## src/rtl/spi_rx_pkg.sv

```systemverilog
`default_nettype none
// +----------------------------------------------------------------------+
// | Module   : spi_rx_pkg                                                |
// | Purpose  : Shared state encoding and pin idle levels for spi_rx_byte |
// | Revision : 1.0 - initial release                                     |
// +----------------------------------------------------------------------+
package spi_rx_pkg;

   typedef enum logic [0:0] {
      IDLE  = 1'b0,
      SHIFT = 1'b1
   } spi_state_e;

   localparam logic SCLK_IDLE = 1'b0;
   localparam logic CS_N_IDLE = 1'b1;
   localparam logic MOSI_IDLE = 1'b0;

endpackage
`default_nettype wire

```

## src/rtl/sync_edge_det.sv

```systemverilog
`default_nettype none
// +----------------------------------------------------------------------+
// | Module   : sync_edge_det                                             |
// | Purpose  : Pin synchroniser with registered level and edge pulses    |
// | Revision : 1.0 - initial release                                     |
// +----------------------------------------------------------------------+
module sync_edge_det
   import spi_rx_pkg::*;
#(
   parameter int   SYNC_STAGES = 2,
   parameter logic RST_LEVEL   = 1'b0
) (
   input  logic clk,
   input  logic clr,
   input  logic i_din,
   output logic o_level,
   output logic o_rise,
   output logic o_fall
);

   logic [SYNC_STAGES-1:0] r_sync;
   logic                   r_edge;

   // o_level doubles as the previous value of r_edge, so level and pulses
   // leave this block on the same cycle and stay mutually aligned.
   always_ff @(posedge clk) begin
      if (clr) begin
         r_sync  <= {SYNC_STAGES{RST_LEVEL}};
         r_edge  <= RST_LEVEL;
         o_level <= RST_LEVEL;
         o_rise  <= 1'b0;
         o_fall  <= 1'b0;
      end else begin
         r_sync  <= {r_sync[SYNC_STAGES-2:0], i_din};
         r_edge  <= r_sync[SYNC_STAGES-1];
         o_level <= r_edge;
         o_rise  <= r_edge & ~o_level;
         o_fall  <= ~r_edge & o_level;
      end
   end

endmodule
`default_nettype wire

```

## src/rtl/spi_rx_byte.sv

```systemverilog
`default_nettype none
// +----------------------------------------------------------------------+
// | Module   : spi_rx_byte                                               |
// | Purpose  : SPI mode-0 slave receiver, MSB-first words + load strobe  |
// |            Optional frame-abort pulse: define SPI_RX_FRM_ERR_EN      |
// | Revision : 1.0 - initial release                                     |
// +----------------------------------------------------------------------+
module spi_rx_byte
   import spi_rx_pkg::*;
#(
   parameter int DATA_W      = 8,
   parameter int SYNC_STAGES = 2
) (
   input  logic              clk,
   input  logic              clr,
   input  logic              sclk,
   input  logic              cs_n,
   input  logic              mosi,
   output logic [DATA_W-1:0] q_data,
   output logic              ena,
   output logic              busy
`ifdef SPI_RX_FRM_ERR_EN
   ,
   output logic              frm_err
`endif
);

   localparam int              CNT_W      = $clog2(DATA_W);
   localparam logic [CNT_W-1:0] C_CNT_LAST = CNT_W'(DATA_W - 1);
   localparam logic [CNT_W-1:0] C_CNT_ONE  = CNT_W'(1);

   logic w_sclk_lvl, w_s_rise, w_s_fall;
   logic w_cs_lvl, w_cs_rise, w_cs_fall;
   logic w_mosi, w_mosi_rise, w_mosi_fall;
   logic w_unused;

   spi_state_e        r_state;
   logic [CNT_W-1:0]  r_cnt;
   logic [CNT_W-1:0]  w_cnt_nxt;
   logic [DATA_W-1:0] r_sr;
   logic              w_shift;
   logic              w_word_done;

   sync_edge_det #(.SYNC_STAGES(SYNC_STAGES), .RST_LEVEL(SCLK_IDLE)) u_sclk (
      .clk(clk), .clr(clr), .i_din(sclk),
      .o_level(w_sclk_lvl), .o_rise(w_s_rise), .o_fall(w_s_fall)
   );

   sync_edge_det #(.SYNC_STAGES(SYNC_STAGES), .RST_LEVEL(CS_N_IDLE)) u_cs_n (
      .clk(clk), .clr(clr), .i_din(cs_n),
      .o_level(w_cs_lvl), .o_rise(w_cs_rise), .o_fall(w_cs_fall)
   );

   // Same pipeline depth as sclk, so w_mosi holds the bit present at the raw rise.
   sync_edge_det #(.SYNC_STAGES(SYNC_STAGES), .RST_LEVEL(MOSI_IDLE)) u_mosi (
      .clk(clk), .clr(clr), .i_din(mosi),
      .o_level(w_mosi), .o_rise(w_mosi_rise), .o_fall(w_mosi_fall)
   );

   assign w_unused = &{1'b0, w_sclk_lvl, w_s_fall, w_cs_lvl, w_mosi_rise, w_mosi_fall};

   always_comb begin
      w_shift     = (r_state == SHIFT) && w_s_rise;
      w_word_done = w_shift && (r_cnt == C_CNT_LAST);
      w_cnt_nxt   = r_cnt;
      if (w_shift) begin
         w_cnt_nxt = w_word_done ? '0 : r_cnt + C_CNT_ONE;
      end
   end

   // A same-cycle sclk rise is applied before a cs_n rise closes the frame.
   always_ff @(posedge clk) begin
      if (clr) begin
         r_state <= IDLE;
         r_cnt   <= '0;
         r_sr    <= '0;
         q_data  <= '0;
         ena     <= 1'b0;
`ifdef SPI_RX_FRM_ERR_EN
         frm_err <= 1'b0;
`endif
      end else begin
         ena <= 1'b0;
`ifdef SPI_RX_FRM_ERR_EN
         frm_err <= 1'b0;
`endif
         case (r_state)
            IDLE: begin
               if (w_cs_fall) begin
                  r_cnt   <= '0;
                  r_sr    <= '0;
                  r_state <= SHIFT;
               end
            end
            SHIFT: begin
               if (w_shift) begin
                  r_sr  <= {r_sr[DATA_W-2:0], w_mosi};
                  r_cnt <= w_cnt_nxt;
               end
               if (w_word_done) begin
                  q_data <= {r_sr[DATA_W-2:0], w_mosi};
                  ena    <= 1'b1;
               end
               if (w_cs_rise) begin
                  r_state <= IDLE;
`ifdef SPI_RX_FRM_ERR_EN
                  frm_err <= (w_cnt_nxt != '0);
`endif
               end
            end
            default: r_state <= IDLE;
         endcase
      end
   end

   assign busy = (r_state == SHIFT);

endmodule
`default_nettype wire

```

## config.mk

```make
export PLATFORM = sky130hd
export DESIGN_NAME = spi_rx_byte
export DESIGN_NICKNAME = d
export VERILOG_FILES = /design/src/rtl/spi_rx_pkg.sv /design/src/rtl/sync_edge_det.sv /design/src/rtl/spi_rx_byte.sv
export SDC_FILE = /design/constraint.sdc
export NUM_CORES = 1
export LEC_CHECK = 0
export CORE_ASPECT_RATIO = 1.1
export CORE_MARGIN = 5
export CORE_UTILIZATION = 25
export CTS_BUF_LIST = sky130_fd_sc_hd__clkbuf_8 sky130_fd_sc_hd__clkbuf_16
export CTS_CLUSTER_SIZE = 12
export DETAILED_ROUTE_END_ITERATION = 16
export GPL_TIMING_DRIVEN = 0
export REMOVE_ABC_BUFFERS = 1
export SETUP_SLACK_MARGIN = 0.3
export SLEW_MARGIN = 40
export SYNTH_ARGS = -nofsm -noshare
export SYNTH_HDL_FRONTEND = slang
export SYNTH_SLANG_ARGS = --single-unit
```

## constraint.sdc

```tcl
create_clock -name clk -period 2.8 [get_ports clk]
set_input_delay 0.7 -clock clk [delete_from_list [all_inputs] [get_ports clk]]
set_output_delay 0.7 -clock clk [all_outputs]
set_load 0.01 [all_outputs]
```

==> results of run 1 <==
-- sequential cells by signal (all words and copies together), names as in the netlist, 2 cells and up --
signal and flops:
r_sr 7, u_cs_n.r_sync 2, r_cnt 3, u_mosi.r_sync 2, q_data 8, u_sclk.r_sync 2
-- power by group through the flow --
stage          logic [mW]  registers, mW  clock network (mW)
6_report           0.0221          0.507               0.381
3_5_place_dp       0.0228          0.518                   0
2_1_floorplan      0.0107          0.518                   0
5_1_grt            0.0246          0.507               0.421
3_3_place_gp       0.0233          0.518                   0
4_1_cts            0.0227          0.507               0.393
-- cells in the mapped netlist --
| library cell | n |
|---|---|
| a211oi_1 | 1 |
| buf_2 | 2 |
| buf_6 | 1 |
| clkbuf_1 | 1 |
| clkbuf_2 | 1 |
| dfxtp_1 | 35 |
| ha_1 | 2 |
| inv_1 | 2 |
| mux2_4 | 1 |
| mux2i_1 | 8 |
| nand2_2 | 1 |
| nand2b_1 | 19 |
| nand3_1 | 1 |
| nor2_1 | 3 |
| nor2b_1 | 9 |
| nor3b_1 | 1 |
| o22ai_1 | 7 |
| o22ai_2 | 1 |
| o32ai_1 | 2 |
| or2_1 | 1 |
| or2_2 | 4 |
| or3b_1 | 1 |
-- worst register-to-register path, stage by stage, from the launching register on --
cell and delay, ps:
dfxtp_1 360, ha_1 160, ha_1 180, nand3_1 400, mux2i_1 240
-- how the worst min path moves through the flow --
stage,to,slack (ps),depth (start not counted)
2_1_floorplan,u_sclk.o_rise,370,1
3_3_place_gp,u_sclk.o_rise,370,1
3_5_place_dp,u_sclk.o_rise,380,1
4_1_cts,u_sclk.o_rise,390,1
5_1_grt,u_sclk.o_rise,410,1
6_report,u_sclk.o_rise,390,1
-- layer usage --
| layer | up-vias | GRT usage [%] | share of wire (%) |
|---|---|---|---|
| met2 | 15 | 9.59 | 47 |
| met1 | 343 | 6.49 | 43 |
| met3 | 3 | 4.24 | 8.5 |
| met4 | 0 | 2.10 | 1.3 |
| met5 | - | 0 | 0 |
| li1 | 381 | - | - |
-- cell families after synthesis --
kind of cell,count (synthesis)
buffers and inverters,7
and+or+nand+nor,40
AOI/OAI and AO/OA,11
adders and majority gates,2
DFF,35
muxes,9
-- final cells by class --
class,instances,area share (%)
inverters,2,0.514
repair buffers,14,9.25
clock inverters,1,0.257
clock buffers,7,6.60
flip-flops and latches,35,48.0
well taps,56,4.80
multi-input cells,62,30.6
-- through the flow --
step	instance area [um^2]	utilization, %	setup WS (ps)
6_report	1460	31.6	794
5_1_grt	1460	31.6	720
4_1_cts	1460	31.6	778
3_5_place_dp	1360	29.4	1090
3_3_place_gp	1370	29.6	359
2_1_floorplan	1150	-	1520
==> impl_results.md, run 1 <==
* Fin cells at 177
* Crit path launch type: flop
* Post-synthesis sequential area ratio at 59.1%
* Number of global-route vias before repair at 684
* Row cnt at 26
* Crit-path leading delay family: buffers and inverters
* Cells after Synth at 104
* Drt wl/cell at 9.36 um
* # hold bufs at CTS at 0
* Area of the multi-input gates at 447 um^2
* Reg2reg end: q_data[0]
* Mux cell area share after synthesis at 8.03%
* Clock skew at 2.59 ps
* Min Hold Slack at 387 ps
* Main combinational cell family by area after synthesis: simple AND/OR/NAND/NOR gates
* Worst slew margin at 64.2%
* Critical Path Max Stage Delay at 590 ps
* Flop pwr share at 55.7%
* Initial antenna violation count at 0
* Max-cap violations at 0
* Clk sinks at 35
* DR iter-0 viols at 60
* Max Slew Vio Count at 0
* Routed via count at 742
* Final worst-path cycle share at 71.7%
* Final setup fails at 0
* Initial Utilization at 25.7%
* Placed cells at 169
* P_sw at 0.172 mW
* Post-Syn Area at 1180 um^2
* R2r setup slk at 1330 ps
* H-tree levels at 2
* Fmax at 0.498 GHz
* Number of synthesized register bits at 35
* Synth unique cells at 22
* Critical path endpoint: busy
* Max Root-Sink Buffers at 2
* Post-Synth XOR/XNOR Area at 0%
* Worst path bufs/invs at 1
* Data arrival, critical path at 1310 ps
* Post-CTS Setup Bufs at 0
* Commonest non-fill, non-tap cell in the layout: dfxtp_1
* Pleak at 0.581 nW
* Number of CTS-inserted buffers at 5
* CTS tree: built
* Worst Path Max Fanout at 6
* Sw frac at 18.8%
* Adder-Cell Fraction of Synth Area at 2.11%
* Clk pwr share at 41.9%
* Logic gate share of total power at 2.4%
* N_diodes at 0
* Min cycle time layout at 2010 ps
* Share of layout cells above drive strength 1 at 12.4%
* Wirelength, routed at 1660 um
* Internal cell power at 0.738 mW
* Number of I/O port buffers at 14
* Clock transition at path regs at 60 ps
* Synth Area in Compound Gates at 6.86%
* Simple-Gate Fraction of Synth Area at 20.7%
* # resized after CTS at 0
* NumNets Final at 127
* Critical path depth at 1
* Area contributors post-synth: dfxtp_1 (59%), nand2b_1 (10%), mux2i_1 (6.8%)
* Syn-to-layout area delta at 23.2%
* Most frequent cells in the layout: dfxtp_1 (35), nand2b_1 (19), clkdlybuf4s50_1 (13)
* Ys Warns at 0
* Hold Path Origin: u_sclk.o_level
* FILL cells at 483
* Worst hold-check path type: reg -> reg
* Slew @ Worst Pin at 535 ps
* Die Wd at 75.6 um
* Total gr overflow at 0
* Worst r2r src: r_cnt[0]
* CP required at 2100 ps
* Crit. End Element: output port
* 1st-pass router iterations at 2
* Crit path cell chain: clkdlybuf4s50_1
* DRC at 0
* Largest net degree at the start of global routing at 38
* GRT Total Usage at 6.12%
* Final Wtd Congestion at 0.629
* PwrDens at 623 nW/um^2
* Worst r2r path cells at 4
* Synthesized area per cell at 11.4 um^2
* Worst path slowest cell: clkdlybuf4s50_1
* Crit path kind: reg -> out
* RSZ-0062 raised after global routing: false
* Worst-Skew Late Latency at 280 ps
* First-pass GRT wire length at 2790 um
* Final hold vios at 0
* Num ports at 15
* Clk root buf: clkbuf_8
* VDD IR-drop max at 330 uV
* Setup TNS at 0 ps
* Final ANT Viol Nets at 0
* Die Ht at 82.2 um
* Post-synth top area share at 59.1%
* DR vias/cell at 4.19
* Total power at 0.910 mW
* CORE AREA at 4620 um^2
* Die footprint at 6220 um^2
* Sequential Area at 701 um^2
* Worst Setup SP: busy
* Largest area contributor in the netlist: dfxtp_1
* Status: complete, no violations
(Power assumes the default switching activity.)
==> inputs of run 2 (changes only) <==
==> constraint.sdc (replaced) <==
create_clock -name clk -period 1.7 [get_ports clk]
set_input_delay 0.425 -clock clk [delete_from_list [all_inputs] [get_ports clk]]
set_output_delay 0.425 -clock clk [all_outputs]
set_load 0.01 [all_outputs]
==> impl_results.md, run 2 (synthesized netlist as in run 1, its figures left out) <==
* PwrDens at 1030 nW/um^2
* H-tree levels at 2
* Hold Path Stages at 1
* N_diodes at 0
* Num ports at 15
* M1 WL at 729 um
* Largest net degree at the start of global routing at 38
* VDD IR-drop max at 543 uV
* CORE AREA at 4620 um^2
* Routed via count at 742
* Pleak at 0.630 nW
* Share of layout cells above drive strength 1 at 14.0%
* Met2 wire length at 770 um
* GRT Total Usage at 6.15%
* Crit path cell chain: dlygate4sd2_1
* Worst path bufs/invs at 1
* Crit path launch type: flop
* Die footprint at 6220 um^2
* Final ANT Viol Nets at 0
* Top sig layer: met4
* CP required at 1270 ps
* Top Registers: q_data: 8 flops, r_sr: 7 flops, r_cnt: 3 flops
* Placed cells at 169
* FILL cells at 486
* Data arrival, critical path at 960 ps
* Critical path depth at 1
* Number of CTS-inserted buffers at 5
* Total gr overflow at 0
* Most flops, register: q_data
* Most frequent cells in the layout: dfxtp_1 (34), nand2b_1 (19), dlygate4sd2_1 (10)
* DR vias/cell at 4.19
* Clock skew at 2.36 ps
* 1st-pass router iterations at 2
* Worst slew margin at 68.6%
* Total power at 1.50 mW
* Row cnt at 26
* Final Wtd Congestion at 0.629
* Clk root buf: clkbuf_8
* Max Slew Vio Count at 0
* Worst Path Max Fanout at 6
* Max Root-Sink Buffers at 2
* Worst path slowest cell: dfxtp_2
* RSZ-0062 raised after global routing: true
* DR iter-0 viols at 47
* Clk sinks at 35
* Max reg flops at 8
* Clock transition at path regs at 60 ps
* WL met3 at 146 um
* Worst-Skew Late Latency at 270 ps
* Wirelength, routed at 1670 um
* Status: complete, no violations
* Drt wl/cell at 9.42 um
* DRC at 0
* Min cycle time layout at 1390 ps
* NumNets Final at 127
* Critical Path Max Stage Delay at 390 ps
* Die Ht at 82.2 um
* Number of I/O port buffers at 14
* Initial antenna violation count at 0
* Commonest non-fill, non-tap cell in the layout: dfxtp_1
* Final hold vios at 0
* Final worst-path cycle share at 81.6%
* Crit-path leading delay family: flip-flops
* CTS tree: built
* Number of global-route vias before repair at 690
* Setup TNS at 0 ps
* Fin cells at 177
* Syn-to-layout area delta at 22.7%
* Fmax at 0.721 GHz
* Min Hold Slack at 387 ps
* Worst r2r path cells at 4
* Post-CTS Setup Bufs at 0
* First-pass GRT wire length at 2810 um
* Crit path kind: reg -> out
* Worst hold-check path type: reg -> reg
* Crit. End Element: output port
* Initial Utilization at 25.7%
* Slew @ Worst Pin at 470 ps
* Final setup fails at 0
* Die Wd at 75.6 um
* Max-cap violations at 0
run 2: cell types whose count changed in the layout (fill, tap and decap cells not counted), sizes merged:
| cell | delta |
|---|---|
| clkdlybuf4s50 | -10 |
| dlygate4sd2 | +10 |
run 2: what timing repair did:
action,in CTS,in global routing
hold endpoints to repair,0,0
endpoints found under the setup margin,19,9
hold buffers,0,0
resized for setup,12,0
run 2: routing by layer:
layer | track usage (%) | vias to the layer above
met4 | 2.10 | 0
met3 | 4.24 | 3
met1 | 6.57 | 344
met2 | 9.59 | 15
li1 | - | 380
met5 | 0 | -
run 2: cell type report:
class / count / area [um^2] / share of cell area [%]
clock buffers: 7 / 96.3 / 6.63
repair buffers: 14 / 123 / 8.43
clock inverters: 1 / 3.75 / 0.258
flip-flops and latches: 35 / 702 / 48.3
well taps: 56 / 70.1 / 4.82
multi-input cells: 62 / 452 / 31.1
inverters: 2 / 7.51 / 0.516
run 2: final timing paths:
path	start	endpoint	slack (ps)
max	busy	busy	310
min	u_sclk.o_level	u_sclk.o_rise	390
max reg2reg	r_cnt[0]	r_cnt[2]	360
min reg2reg	u_sclk.o_level	u_sclk.o_rise	390
run 2: metrics by stage:
stage	cell area [um^2]	setup WS (ps)	utilization, %
2_1_floorplan	1150	415	-
3_3_place_gp	1370	-466	29.6
3_5_place_dp	1360	183	29.4
4_1_cts	1450	301	31.5
5_1_grt	1450	257	31.5
6_report	1450	313	31.5
run 2: where the power goes:
group / switching [mW] / internal (mW)
logic: 0.0145 / 0.0215
registers: 0.00371 / 0.831
clock network: 0.263 / 0.363
==> inputs of run 3 (changes only) <==
==> constraint.sdc (replaced) <==
create_clock -name clk -period 1.1 [get_ports clk]
set_input_delay 0.275 -clock clk [delete_from_list [all_inputs] [get_ports clk]]
set_output_delay 0.275 -clock clk [all_outputs]
set_load 0.01 [all_outputs]
==> impl_results.md, run 3 (synthesized netlist as in run 1, its figures left out) <==
* Placed cells at 169
* Worst r2r path cells at 4
* Most flops, register: q_data
* Number of CTS-inserted buffers at 5
* Flop pwr share at 55.5%
* CTS tree: built
* Final setup fails at 10
* Commonest non-fill, non-tap cell in the layout: dfxtp_1
* Worst-Skew Late Latency at 280 ps
* RSZ-0062 raised after global routing: true
* Fmax at 0.775 GHz
* Final worst-path cycle share at 117%
* Most frequent cells in the layout: dfxtp_1 (23), nand2b_1 (19), dfxtp_2 (11)
* Worst r2r src: r_cnt[1]
* Largest net degree at the start of global routing at 38
* Max Slew Vio Count at 0
* Max-cap violations at 0
* Share of layout cells above drive strength 1 at 36.2%
* Logic gate share of total power at 2.5%
* Clk root buf: clkbuf_8
* Clock transition at path regs at 60 ps
* Internal cell power at 1.88 mW
* P_sw at 0.444 mW
* Die footprint at 6220 um^2
* DR iter-0 viols at 70
* Hold Path Origin: u_sclk.o_level
* Hold Path End: u_sclk.o_rise
* Worst hold-check path type: reg -> reg
* CORE AREA at 4620 um^2
* Min cycle time layout at 1290 ps
* Final critical-path setup slack at -190 ps
* Row cnt at 26
* Clock skew at 1.98 ps
* H-tree levels at 2
* Pleak at 0.638 nW
* Initial Utilization at 25.7%
* Final Wtd Congestion at 0.629
* Final hold vios at 0
* DRC at 0
* GRT Total Usage at 6.82%
* NumNets Final at 133
* Worst path slowest cell: or3b_1
* 1st-pass router iterations at 4
* Syn-to-layout area delta at 33.1%
* # hold bufs at CTS at 0
* DR vias/cell at 4.29
* Max Root-Sink Buffers at 2
* Die Wd at 75.6 um
* Layout Utilization at 34.1%
* First-pass GRT wire length at 3150 um
* CP required at 1310 ps
* Die Ht at 82.2 um
* Crit path cell chain: ha_4 > ha_4 > or3b_1 > o22ai_2
* Slew @ Worst Pin at 483 ps
* VDD IR-drop max at 831 uV
* Fin cells at 183
* Crit. End Element: flop
* Data arrival, critical path at 1500 ps
* Clk pwr share at 41.9%
* Sw frac at 19.1%
* Number of global-route vias before repair at 744
* Number of I/O port buffers at 14
* Crit path launch type: flop
* Critical Path Max Stage Delay at 350 ps
* Num ports at 15
* Routed via count at 785
* Crit-path most repeated cell: ha_4
* Total gr overflow at 0
* Wirelength, routed at 1880 um
* Initial antenna violation count at 0
* Drt wl/cell at 10.3 um
* Clk sinks at 35
* Reg2reg end: r_cnt[2]
* Final ANT Viol Nets at 0
* Violated checks: negative setup slack
* Crit path kind: reg -> reg
* R2r setup slk at -190 ps
* Worst Path Max Fanout at 2
* Worst slew margin at 67.8%
* Top Registers: q_data: 8 flops, r_sr: 7 flops, r_cnt: 3 flops
* Max reg flops at 8
* PwrDens at 1470 nW/um^2
* Hold Path Stages at 1
* N_diodes at 0
* Status: finished, violations left
[run 3: cell count changes in the layout (fill, tap and decap cells not counted), sizes merged]
cell / previous run / this run
buf: 1 / 15
dlygate4sd2: 10 / 0
mux2: 1 / 2
nand3: 1 / 2
[run 3: power by group through the flow]
stage	clock network (mW)	registers [mW]	logic, mW
final	0.974	1.29	0.0588
after global placement	0	1.32	0.0593
after floorplan	0	1.32	0.0274
after detailed placement	0	1.32	0.0580
after CTS	1.00	1.29	0.0589
after global routing	1.07	1.29	0.0650
[run 3: timing repair]
action                     CTS  global route
buffers inserted             3             1
resized for setup           69             0
gates cloned                 2             0
pin swaps                    1             2
setup endpoints to repair   30            31
hold endpoints to repair     0             0
[run 3: worst max path at each step]
stage	start	endpoint	slack, ps	cells past startpoint
5_1_grt	r_cnt[1]	r_cnt[2]	-230	4
3_3_place_gp	clr	r_cnt[0]	-920	3
3_5_place_dp	r_cnt[0]	q_data[0]	-420	4
6_report	r_cnt[1]	r_cnt[2]	-190	4
4_1_cts	r_cnt[1]	r_cnt[2]	-190	4
2_1_floorplan	r_cnt[0]	q_data[0]	-180	4
[run 3: layout make-up]
type / instances / area [um^2]
clock buffers: 7 / 96.3
clock inverters: 1 / 3.75
fillers: 477 / 3040
inverters: 2 / 7.51
multi-input cells: 64 / 505
flip-flops and latches: 35 / 718
well taps: 56 / 70.1
repair buffers: 18 / 175
[run 3: through the flow]
stage | setup TNS, ps | power, mW | worst slack, ps | hold slack (ps) | area (um^2)
floorplan | -1750 | 1.34 | -185 | 347 | 1150
global placement | -24460 | 1.38 | -916 | 374 | 1370
detailed placement | -4390 | 1.38 | -417 | 384 | 1360
CTS | -609 | 2.35 | -194 | 387 | 1570
global route | -1310 | 2.43 | -233 | 405 | 1580
finish | -591 | 2.32 | -190 | 381 | 1580
[run 3: worst max-delay path: cells and delay by family (launching register included)]
| family | cells | cell delay [ps] |
|---|---|---|
| AOI/OAI and AO/OA | 1 | 140 |
| and+or+nand+nor | 1 | 350 |
| adders and majority gates | 2 | 400 |
| DFF | 1 | 340 |
[run 3: metal layers]
metal,global-route usage [%],vias up,routed length [um]
li1,-,394,-
met1,7.83,369,868
met2,10.4,19,842
met3,4.24,3,147
met4,2.10,0,21
met5,0,-,0
